===== src/rtl/tnn_neuron_seq.sv =====
// tnn_neuron_seq: sequential threshold neuron for the TNN classifier datapath.
// Accumulates one signed-weighted input channel per cycle into a saturating
// accumulator, then compares the sum against a runtime threshold.
//
// Ports:
//   clk, rst              clock, asynchronous active-high reset
//   in_valid/in_ready     input-sample handshake (in_ready high only in IDLE)
//   in_data               NUM_IN channels of IN_W bits, channel 0 at the LSBs
//   sign_mask             bit k = 1 subtracts channel k, 0 adds it
//   thr                   signed decision threshold
//   out_valid/out_ready   result handshake (out_valid high only in DONE)
//   out_class             1 when out_sum >= thr (signed)
//   out_sum               signed saturated sum
//   out_sat               saturation happened at least once in this sample
module tnn_neuron_seq #(
  parameter int unsigned NUM_IN    = 5,
  parameter int unsigned IN_W      = 3,
  parameter int unsigned ACC_W     = 7,
  parameter int unsigned TRUNC_LSB = 0
) (
  input  logic                     clk,
  input  logic                     rst,
  input  logic                     in_valid,
  output logic                     in_ready,
  input  logic [NUM_IN*IN_W-1:0]   in_data,
  input  logic [NUM_IN-1:0]        sign_mask,
  input  logic [ACC_W-1:0]         thr,
  output logic                     out_valid,
  input  logic                     out_ready,
  output logic                     out_class,
  output logic [ACC_W-1:0]         out_sum,
  output logic                     out_sat
);

  localparam int unsigned IDX_W = (NUM_IN > 1) ? $clog2(NUM_IN) : 1;

  typedef enum logic [1:0] {StIdle, StAccum, StDone} state_e;

  state_e                   state_q, state_d;
  logic [NUM_IN*IN_W-1:0]   data_q, data_d;
  logic [NUM_IN-1:0]        mask_q, mask_d;
  logic [ACC_W-1:0]         thr_q, thr_d;
  logic [ACC_W-1:0]         acc_q, acc_d;
  logic [IDX_W-1:0]         idx_q, idx_d;
  logic                     sat_q, sat_d;
  logic [ACC_W-1:0]         out_sum_q, out_sum_d;
  logic                     out_class_q, out_class_d;
  logic                     out_sat_q, out_sat_d;

  // Single accumulation step for the channel selected by idx_q.
  logic [IN_W-1:0]  trunc_mask;
  logic [IN_W-1:0]  ch;
  logic             ch_neg;
  logic [ACC_W:0]   op_ext;
  logic [ACC_W:0]   acc_ext;
  logic [ACC_W:0]   raw_sum;
  logic [ACC_W-1:0] step_sum;
  logic             step_clamp;

  assign trunc_mask = {IN_W{1'b1}} << TRUNC_LSB;

  always_comb begin
    ch     = '0;
    ch_neg = 1'b0;
    for (int k = 0; k < int'(NUM_IN); k++) begin
      if (idx_q == IDX_W'(k)) begin
        ch     = data_q[k*IN_W +: IN_W];
        ch_neg = mask_q[k];
      end
    end
    op_ext  = {{(ACC_W + 1 - IN_W){1'b0}}, ch & trunc_mask};
    acc_ext = {acc_q[ACC_W-1], acc_q};
    raw_sum = ch_neg ? (acc_ext - op_ext) : (acc_ext + op_ext);
    // One extra bit is enough headroom: the top two bits differ only on overflow.
    step_clamp = raw_sum[ACC_W] ^ raw_sum[ACC_W-1];
    if (!step_clamp) begin
      step_sum = raw_sum[ACC_W-1:0];
    end else if (raw_sum[ACC_W]) begin
      step_sum = {1'b1, {(ACC_W - 1){1'b0}}};
    end else begin
      step_sum = {1'b0, {(ACC_W - 1){1'b1}}};
    end
  end

  always_comb begin
    state_d     = state_q;
    data_d      = data_q;
    mask_d      = mask_q;
    thr_d       = thr_q;
    acc_d       = acc_q;
    idx_d       = idx_q;
    sat_d       = sat_q;
    out_sum_d   = out_sum_q;
    out_class_d = out_class_q;
    out_sat_d   = out_sat_q;
    unique case (state_q)
      StIdle: begin
        if (in_valid) begin
          data_d  = in_data;
          mask_d  = sign_mask;
          thr_d   = thr;
          acc_d   = '0;
          idx_d   = '0;
          sat_d   = 1'b0;
          state_d = StAccum;
        end
      end
      StAccum: begin
        acc_d = step_sum;
        sat_d = sat_q | step_clamp;
        idx_d = idx_q + 1'b1;
        if (idx_q == IDX_W'(NUM_IN - 1)) begin
          idx_d       = '0;
          out_sum_d   = step_sum;
          out_class_d = $signed(step_sum) >= $signed(thr_q);
          out_sat_d   = sat_q | step_clamp;
          state_d     = StDone;
        end
      end
      StDone: begin
        if (out_ready) state_d = StIdle;
      end
      default: state_d = StIdle;
    endcase
  end

  always_ff @(posedge clk or posedge rst) begin
    if (rst) begin
      state_q     <= StIdle;
      data_q      <= '0;
      mask_q      <= '0;
      thr_q       <= '0;
      acc_q       <= '0;
      idx_q       <= '0;
      sat_q       <= 1'b0;
      out_sum_q   <= '0;
      out_class_q <= 1'b0;
      out_sat_q   <= 1'b0;
    end else begin
      state_q     <= state_d;
      data_q      <= data_d;
      mask_q      <= mask_d;
      thr_q       <= thr_d;
      acc_q       <= acc_d;
      idx_q       <= idx_d;
      sat_q       <= sat_d;
      out_sum_q   <= out_sum_d;
      out_class_q <= out_class_d;
      out_sat_q   <= out_sat_d;
    end
  end

  // Handshake flags depend on state only, never on in_valid/out_ready.
  assign in_ready  = (state_q == StIdle);
  assign out_valid = (state_q == StDone);
  assign out_sum   = out_sum_q;
  assign out_class = out_class_q;
  assign out_sat   = out_sat_q;

endmodule


===== config.mk =====
export PLATFORM = sky130hd
export DESIGN_NAME = tnn_neuron_seq
export DESIGN_NICKNAME = d
export VERILOG_FILES = /design/src/rtl/tnn_neuron_seq.sv
export SDC_FILE = /design/constraint.sdc
export NUM_CORES = 1
export LEC_CHECK = 0
export ABC_AREA = 1
export BUFFER_PORTS_ARGS = -buffer_cell sky130_fd_sc_hd__buf_2
export CORE_UTILIZATION = 57
export DETAILED_ROUTE_END_ITERATION = 7
export GPL_ROUTABILITY_DRIVEN = 0
export PLACE_DENSITY = 0.82
export SLEW_MARGIN = 20
export SYNTH_ARGS = -nofsm -noshare
export SYNTH_HDL_FRONTEND = slang
export SYNTH_SLANG_ARGS = --single-unit

===== constraint.sdc =====
create_clock -name clk -period 5.9 [get_ports clk]
set_input_delay 0 -clock clk [delete_from_list [all_inputs] [get_ports clk]]
set_output_delay 0 -clock clk [all_outputs]
set_load 0.005 [all_outputs]

==> out/metrics.yaml, run 1 <==
synth:
  yosysSeqAreaShare_pct: 42.9
  synth-edff-count: 0
  yosys_warnings: 0
  ys_types: 35
  synth_cells: 361
  synth-seq-cells: 49
  synthFlopType: "dfrtp_1"
  synth_nets: 416
  netlist_area_um2: 2860
  syn_area_per_cell_um2: 7.92
  synth-async-reset-ratio_pct: 100
timing:
  finalClockSkew_ns: 0.00719
  max_slew_margin_pct: 31.5
  finalCritPeriodShare_pct: 92.0
  setup_slack_ns: 0.472
  fmax_mhz: 184
  hold_viol: 0
  slew_violations: 0
  fin_crit_ns: 5.43
  setup_viol: 0
  holdWs_ns: 0.240
  worst_pin_slew_ns: 1.02
placement:
  hpwl_mm: 4.51
  portBuffers: 41
  place_area_um2: 3110
  placement.setup.worst_slack_ns: 0.383
global_routing:
  grt_overflow: 0
  track_usage_pct: 27.0
  grt_pass1_wl_mm: 10.9
  antenna_found_initial: 0
  grt_max_degree: 50
  grt_pass1_vias: 2464
floorplan:
  coreArea_um2: 4790
  ios: 42
  num_rows: 25
  die_x_um: 72.8
  dieArea_um2: 5300
  start_util_pct: 59.7
  die_y_um: 72.8
setup_path:
  slowest_stage: "ha_2"
  cp.depth: 32
  ff2ff_path_depth: 32
  cp_max_fo: 5
  r2r_start: "idx_q[0]$_DFFE_PP0P_"
  path_buf_inv: 5
  r2r_slack_ns: 0.47
  crit_type: "register to register"
  cpPeakStageDelay_ns: 0.44
  crit_path_end_kind: "register"
  path_common_cell: "ha_1"
  arrival_ns: 5.62
  cp-startpoint: "idx_q[0]$_DFFE_PP0P_"
  cp_top_family: "adder cells"
  reg2reg_to: "out_class$_DFFE_PP0P_"
  crit_path_start_kind: "register"
  cp.required_ns: 6.09
cells_and_area:
  final_cell_area_um2: 3530
  final_common_cell: "nand2_1"
  drive_gt1_share_pct: 16.5
  final_cell_mix: "nand2_1, dfrtp_1, inv_1"
  nNetsFinal: 486
  fillers: 367
  finalCoreUtilization_pct: 73.8
  antenna_cells: 0
  area_growth_pct: 23.5
min_path:
  hp-start: "in_valid"
  hp-class: "input pin to register"
  whs_path_depth: 3
  min_to: "state_q[0]$_DFFE_PP0P_"
drt:
  first_iter_violations: 141
  vias: 2611
  wl_mm: 6.68
  dr.pass1.iters: 4
  drc: 0
  ant_nets: 0
  avgRoutedWirePerCell_um: 13.4
  viasPerCell: 5.24
clock_tree:
  clock_latency_ns: 0.30
  cts.sinks: 49
  root_buffer: "clkbuf_8"
  cts_tree: "done"
  cts_buffer_depth: 2
  clk_pin_slew_ns: 0.09
  cts_buffers: 5
  htreeDepth: 2
flow_run:
  max-cap-violations: 0
run_status:
  outcome: "completed"
## cell families (layout without fill, tap and decap cells)
kind of cell               Yosys count  count (layout)  share of synthesized area, %
and+or+nand+nor                    170             170                          25.4
buffers and inverters               57             127                          7.79
AOI/OAI and AO/OA                   56              56                          11.6
DFF                                 49              49                          42.9
adders and majority gates           24              24                          10.8
xor gates and xnor gates             4               4                          1.23
muxes                                1               1                         0.350
## cell type report
type                            count  area [um^2]  share of cell area (%)
Sequential cell                    49         1230                    34.7
Clock inverter                      2         35.0                   0.993
Clock buffer                        5         68.8                    1.95
Inverter                           49          189                    5.35
Tap cell                           67         83.8                    2.38
Timing Repair Buffer               71          503                    14.3
Multi-Input combinational cell    255         1420                    40.3
## what timing repair did
action,in CTS,in global routing
gates resized for setup,0,4
hold buffers,29,0
setup endpoints to repair,0,1
hold endpoints to repair,77,0
buffers inserted,0,1
## worst register-to-register path: cells and delay by family (launching register included)
kind                       cells  cell delay [ns]
muxes                          1             0.14
and+or+nand+nor               10             0.99
adders and majority gates      7             1.96
AOI/OAI and AO/OA              9             1.33
buffers and inverters          5             0.48
DFF                            1             0.43
## per-stage QoR
step                setup TNS (ns)  std cells
floorplan                        0        361
global placement                 0        461
detailed placement               0        461
CTS                              0        497
global route              -0.00738        498
finish                           0        498
## worst max path at each step
stage	endpoint	slack (ns)
2_1_floorplan	out_class$_DFFE_PP0P_	1.09
6_report	out_class$_DFFE_PP0P_	0.47
3_3_place_gp	out_class$_DFFE_PP0P_	0.66
3_5_place_dp	out_class$_DFFE_PP0P_	0.38
5_1_grt	out_class$_DFFE_PP0P_	-0.007
4_1_cts	out_class$_DFFE_PP0P_	0.35
## state kept, by name, indices dropped and copies added (netlist names)
| signal | flops |
|---|---|
| mask_q | 5 |
| sat_q | 1 |
| idx_q | 3 |
| out_sum | 7 |
| out_sat | 1 |
| acc_q | 7 |
| thr_q | 7 |
| state_q | 2 |
| out_class | 1 |
| data_q | 15 |
## per-layer routing
layer	share of wire [%]	global-route usage [%]	vias to the layer above
met1	45	34.9	1230
met4	2.7	10.9	0
li1	-	-	1278
met5	0	0	-
met2	48	44.9	88
met3	4.5	4.97	15
## cell usage after synthesis (2+ instances only)
master    count  area (um^2)
a21oi_1      17         85.1
a21oi_4       2         32.5
clkbuf_1      6         22.5
clkinv_1      4         15.0
dfrtp_1      49         1230
ha_1         23          288
inv_1        43          161
inv_2         2         7.51
nand2_1     118          443
nand2_2       6         37.5
nand2_4       2         22.5
nand3_1      19         95.1
nand3_2       3         30.0
nand4_1       2         12.5
nor2_1       15         56.3
o21ai_0      25          125
o21ai_1       4         20.0
o22ai_1       2         12.5
xnor2_1       2         17.5
xor2_1        2         17.5
Power of run 1 is not shown: default switching activity piles up to over one toggle a cycle in this logic, so the estimate is an artifact.
==> inputs of run 2 (changes only) <==
--- a/config.mk
+++ b/config.mk
@@ -7,10 +7,11 @@
 export LEC_CHECK = 0
 export ABC_AREA = 1
 export BUFFER_PORTS_ARGS = -buffer_cell sky130_fd_sc_hd__buf_2
-export CORE_UTILIZATION = 57
+export CORE_UTILIZATION = 59
+export CTS_BUF_LIST = sky130_fd_sc_hd__clkbuf_8
 export DETAILED_ROUTE_END_ITERATION = 7
 export GPL_ROUTABILITY_DRIVEN = 0
-export PLACE_DENSITY = 0.82
+export PLACE_DENSITY = 0.84
 export SLEW_MARGIN = 20
 export SYNTH_ARGS = -nofsm -noshare
 export SYNTH_HDL_FRONTEND = slang
==> run 2 against run 1 <==
  * Worst hold slack better by 0.037 ns
  * Critical path type unchanged
  * Clock skew about the same
  * Highest routed layer unchanged
  * Cell count down 3.2%
  * Count of clock-buffer cells in the layout rose by 1
  * Routed wire length shrank 0.67%
==> out/metrics.yaml, run 2 (synthesized netlist as in run 1, its figures left out) <==
timing:
  setup_viol: 0  # unchanged
  max_slew_margin_pct: 45.9  # +14 points
  finalClockSkew_ns: 0.00677  # -0.000429 ns
  fmax_mhz: 187  # +1.3%
  hold_viol: 0  # unchanged
  finalCritPeriodShare_pct: 90.8  # -1.2 points
  rsz0062_at_grt: "false"
  tns_ns: 0  # unchanged
  slew_violations: 0  # unchanged
  fin_crit_ns: 5.36  # -0.0720 ns
  worst_pin_slew_ns: 0.810  # -0.210 ns
cells_and_area:
  area_growth_pct: 21.8
  drive_gt1_share_pct: 16.5  # +0.038 points
  largest-register: "data_q"
  final_common_cell: "nand2_1"
  largest_reg_flops: 15  # unchanged
  antenna_cells: 0  # unchanged
  nNetsFinal: 485  # -0.21%
  final_cell_mix: "nand2_1, dfrtp_1, inv_1"
drt:
  ant_nets: 0  # unchanged
  first_iter_violations: 118  # -16%
  avgRoutedWirePerCell_um: 13.8  # +2.6%
  wl_mm: 6.64  # -0.67%
  dr.pass1.iters: 4  # unchanged
  viasPerCell: 5.39  # +2.8%
  vias: 2598  # -0.50%
  drc: 0  # unchanged
setup_path:
  path_buf_inv: 5  # unchanged
  cpPeakStageDelay_ns: 0.44  # about the same
  crit_path_end_kind: "register"
  cp.required_ns: 6.11  # +0.02 ns
  slowest_stage: "ha_2"
  cp_max_fo: 10  # +5
  arrival_ns: 5.56  # -0.06 ns
  crit_path_start_kind: "register"
  cp_top_family: "adder cells"
  crit_type: "register to register"
global_routing:
  grt_pass1_wl_mm: 11.0  # +0.82%
  grt_pass1_vias: 2560  # +3.9%
  track_usage_pct: 28.0  # +0.97 points
  grt_overflow: 0  # unchanged
  grt_max_degree: 50  # unchanged
  antenna_found_initial: 0  # unchanged
floorplan:
  die_y_um: 71.6  # -1.7%
  dieArea_um2: 5130  # -3.3%
  die_x_um: 71.6  # -1.7%
  ios: 42  # unchanged
  coreArea_um2: 4500  # -5.9%
  num_rows: 24  # -4.0%
  start_util_pct: 63.5  # +3.7 points
clock_tree:
  root_buffer: "clkbuf_8"
  clock_latency_ns: 0.31  # about the same
  cts_buffers: 5  # unchanged
  cts.sinks: 49  # unchanged
  cts_buffer_depth: 2  # unchanged
  cts_tree: "done"
  clk_pin_slew_ns: 0.09  # about the same
  htreeDepth: 2  # unchanged
run_status:
  outcome: "completed"
placement:
  hpwl_mm: 4.44  # -1.4%
  portBuffers: 41  # unchanged
min_path:
  hp-class: "input pin to register"
flow_run:
  max-cap-violations: 0  # unchanged
run 2: cell types whose count changed in the layout (fill, tap and decap cells not counted):
cell and delta:
bufinv_16 -1, clkbuf_8 +1, clkinv_1 -1, inv_2 +1
clkinvlp_4 +1, clkinv_2 -1, a21oi_2 +1, buf_4 -1
a21oi_4 -1
run 2: layout make-up:
| type | count | area [um^2] |
|---|---|---|
| Clock inverter | 1 | 7.51 |
| Multi-Input combinational cell | 255 | 1420 |
| Timing Repair Buffer | 70 | 495 |
| Sequential cell | 49 | 1230 |
| Fill cell | 322 | 1020 |
| Inverter | 49 | 189 |
| Tap cell | 52 | 65.1 |
| Clock buffer | 6 | 82.6 |
run 2: metal layers:
metal  up-vias  GRT usage, %  share of wire (%)
li1       1287             -                  -
met1      1217          35.2                 45
met2        80          46.8                 47
met3        14          7.74                6.1
met4         0          9.37                2.1
met5         -             0                  0
run 2: final timing paths:
path	startpoint	endpoint	slack [ns]	cells after the start
min in group asynchronous	rst	data_q[0]$_DFFE_PP0P_	0.36	3
setup / recovery	idx_q[0]$_DFFE_PP0P_	out_class$_DFFE_PP0P_	0.54	33
hold reg to reg	out_sum[3]$_DFFE_PP0P_	out_sum[3]$_DFFE_PP0P_	0.48	2
setup reg to reg	idx_q[0]$_DFFE_PP0P_	out_class$_DFFE_PP0P_	0.54	33
hold / removal	in_valid	state_q[0]$_DFFE_PP0P_	0.28	3
max in group asynchronous	rst	out_sum[3]$_DFFE_PP0P_	5.06	3
run 2: metrics by stage:
stage | util, % | cells | hold slack, ns | cell area (um^2) | setup slack [ns]
floorplan | - | 361 | 0.0863 | 2860 | 1.09
finish | 77.3 | 482 | 0.278 | 3480 | 0.544
global placement | 68.6 | 446 | 0.172 | 3090 | 0.690
CTS | 77.1 | 482 | 0.291 | 3470 | 0.468
detailed placement | 68.6 | 446 | 0.177 | 3090 | 0.533
global route | 77.3 | 482 | 0.308 | 3480 | 0.0120
run 2: worst reg2reg max path, delay by kind of cell, from the launching register on:
| family | cells | cell delay (ns) |
|---|---|---|
| AOI/OAI and AO/OA | 9 | 1.22 |
| adders and majority gates | 7 | 1.99 |
| buffers and inverters | 5 | 0.52 |
| DFF | 1 | 0.43 |
| muxes | 1 | 0.14 |
| and+or+nand+nor | 11 | 0.98 |
run 2: repair_timing:
item,4_1_cts,5_1_grt
endpoints found under the setup margin,0,1
gates resized for setup,0,3
endpoints found under the hold margin,77,0
buffers inserted,0,0
hold buffers,29,0
Power of run 2 is left out for the same reason.
==> inputs of run 3 (changes only) <==
--- a/config.mk
+++ b/config.mk
@@ -5,7 +5,7 @@
 export SDC_FILE = /design/constraint.sdc
 export NUM_CORES = 1
 export LEC_CHECK = 0
-export ABC_AREA = 1
+export ABC_AREA = 0
 export BUFFER_PORTS_ARGS = -buffer_cell sky130_fd_sc_hd__buf_2
 export CORE_UTILIZATION = 59
 export CTS_BUF_LIST = sky130_fd_sc_hd__clkbuf_8
==> run 3 against run 2 <==
  * Worst hold slack improved by 0.085 ns
  * Sequential cell count did not move
  * Synthesized cell count fell by 11%
  * Via count fell by 4.6%
==> out/metrics.yaml, run 3 <==
min_path:
  min_to: "sat_q$_DFFE_PP0P_"
  hp-class: "input pin to register"
  whs_path_depth: 3  # unchanged
  hp-start: "in_valid"
run_status:
  outcome: "completed"
drt:
  vias: 2479  # -4.6%
  wl_mm: 6.21  # -6.5%
  viasPerCell: 5.60  # +3.8%
  drc: 0  # unchanged
  dr.pass1.iters: 4  # unchanged
  ant_nets: 0  # unchanged
  first_iter_violations: 124  # +5.1%
  avgRoutedWirePerCell_um: 14.0  # +1.7%
timing:
  hold_viol: 0  # unchanged
  fmax_mhz: 182  # -2.4%
  rsz0062_at_grt: "false"
  max_slew_margin_pct: 33.3  # -13 points
  setup_viol: 0  # unchanged
  worst_pin_slew_ns: 0.999  # +0.188 ns
  fin_crit_ns: 5.49  # +0.134 ns
  tns_ns: 0  # unchanged
  slew_violations: 0  # unchanged
  finalClockSkew_ns: 0.00975  # +0.00298 ns
  finalCritPeriodShare_pct: 93.1  # +2.3 points
cells_and_area:
  largest-register: "data_q"
  final_cell_area_um2: 3460  # -0.54%
  nNetsFinal: 445  # -8.2%
  antenna_cells: 0  # unchanged
  area_growth_pct: 21.7
  final_cell_mix: "nand2_1, dfrtp_1, buf_2"
  drive_gt1_share_pct: 15.9  # -0.65 points
  largest_reg_flops: 15  # unchanged
  final_common_cell: "nand2_1"
  final_cells: 443  # -8.1%
synth:
  synth_common_cells: "nand2_1, dfrtp_1, o21ai_0"
  yosysSeqAreaShare_pct: 43.1  # +0.19 points
  synth_nets: 378  # -9.1%
  synth-seq-cells: 49  # unchanged
  yosysMostFrequentCell: "nand2_1"
  yosys-top-cells-area: "dfrtp_1, nand2_1, ha_1"
  synth.largest_area_cell: "dfrtp_1"
  synth_top_cell_area_share_pct: 43.1  # +0.19 points
  synthFlopType: "dfrtp_1"
  yosys_warnings: 0  # unchanged
  synth-async-reset-ratio_pct: 100  # unchanged
  netlist_area_um2: 2850  # -0.44%
  synth-edff-count: 0  # unchanged
  syn_area_per_cell_um2: 8.81  # +11%
  ys_types: 50  # +43%
  synth_cells: 323  # -11%
setup_path:
  cp.required_ns: 6.10  # about the same
  cp_max_fo: 7  # -3
  crit_path_end_kind: "register"
  crit_type: "register to register"
  arrival_ns: 5.69  # +0.13 ns
  r2r_start: "idx_q[0]$_DFFE_PP0P_"
  reg2reg_to: "out_class$_DFFE_PP0P_"
  r2r_slack_ns: 0.41  # -0.13 ns
  crit_path_start_kind: "register"
  ff2ff_path_depth: 22  # -33%
floorplan:
  die_x_um: 71.5  # -0.21%
  num_rows: 24  # unchanged
  die_y_um: 71.5  # -0.21%
  coreArea_um2: 4500  # unchanged
  start_util_pct: 63.2  # -0.28 points
  ios: 42  # unchanged
  dieArea_um2: 5110  # -0.42%
clock_tree:
  cts_buffer_depth: 2  # unchanged
  postCtsSetupRepairBufs: 0  # unchanged
  cts_buffers: 5  # unchanged
  clk_pin_slew_ns: 0.09  # about the same
  root_buffer: "clkbuf_8"
  htreeDepth: 2  # unchanged
  cts_hold_buf: 29  # unchanged
  post_cts_resized: 0  # unchanged
  clock_latency_ns: 0.31  # about the same
  cts.sinks: 49  # unchanged
  cts_tree: "done"
placement:
  portBuffers: 41  # unchanged
  place_area_um2: 3060  # -1.1%
  dp_cells: 406  # -9.0%
  hpwl_mm: 4.20  # -5.5%
global_routing:
  grt_pass1_vias: 2314  # -9.6%
  track_usage_pct: 26.4  # -1.6 points
  grt_max_degree: 50  # unchanged
  antenna_found_initial: 0  # unchanged
  grt_overflow: 0  # unchanged
  grt_pass1_wl_mm: 10.4  # -5.9%
flow_run:
  max-cap-violations: 0  # unchanged
## run 3: changes by cell type in the layout (fill, tap and decap cells not counted), moves of 6 or more
cell and delta:
nand2_1 -33, inv_1 -19, nand3_1 -12, o21ai_0 +9, nand2_2 -6
## run 3: worst max path at each step
stage                         startpoint               endpoint  depth (start not counted)
finish              idx_q[0]$_DFFE_PP0P_  out_class$_DFFE_PP0P_                         22
global route        idx_q[0]$_DFFE_PP0P_  out_class$_DFFE_PP0P_                         23
CTS                 idx_q[0]$_DFFE_PP0P_  out_class$_DFFE_PP0P_                         22
detailed placement  idx_q[0]$_DFFE_PP0P_  out_class$_DFFE_PP0P_                         22
global placement    idx_q[0]$_DFFE_PP0P_  out_class$_DFFE_PP0P_                         24
floorplan           idx_q[0]$_DFFE_PP0P_  out_class$_DFFE_PP0P_                         24
## run 3: kinds of logic (layout without fill, tap and decap cells)
kind of cell	count (synthesis)	count (layout)	share of synthesized area (%)
buffers and inverters	35	103	5.71
multiplexers	2	2	1.19
AND/OR/NAND/NOR	125	125	18.9
AO/OA/AOI/OAI	82	82	18.2
adder cells (fa/ha/maj)	24	24	10.8
XOR/XNOR	6	6	2.11
flip-flops	49	49	43.1
## run 3: metal layers
layer | global-route usage (%) | up-vias | wire length (um)
li1 | - | 1232 | -
met1 | 32.7 | 1173 | 2690
met2 | 46.5 | 62 | 3170
met3 | 4.50 | 12 | 233
met4 | 9.59 | 0 | 115
met5 | 0 | - | 0
## run 3: layout make-up
class	count	area, um^2
multi-input combinational	239	1460
sequential	49	1230
fill	341	1040
timing repair buffer	72	510
inverter	23	86.3
clock buffer	6	82.6
tap	52	65.1
clock inverter	2	33.8
## run 3: through the flow
stage	util, %	hold slack [ns]	setup WS (ns)
finish	76.9	0.362	0.410
global route	76.9	0.414	0.0773
CTS	76.9	0.409	0.404
detailed placement	67.8	0.193	0.473
global placement	67.8	0.188	0.595
floorplan	-	0.105	0.0476
## run 3: worst max-delay path: stages, from the launching register on
cell and delay [ns]:
dfrtp_1 0.43, ha_1 0.22, ha_1 0.25, nor2b_1 0.16, a2111oi_1 0.37, a311oi_1 0.15
ha_1 0.23, ha_1 0.17, or2_2 0.30, ha_1 0.22, or4_1 0.47, o21ai_0 0.24
xnor2_1 0.20, xnor2_2 0.09, ha_1 0.31, mux2_2 0.33, ha_1 0.26, nand2b_1 0.14
a21o_1 0.17, a21o_1 0.17, a211oi_1 0.20, o21ai_0 0.11, a22o_1 0.18
Power of run 3 is left out for the same reason.
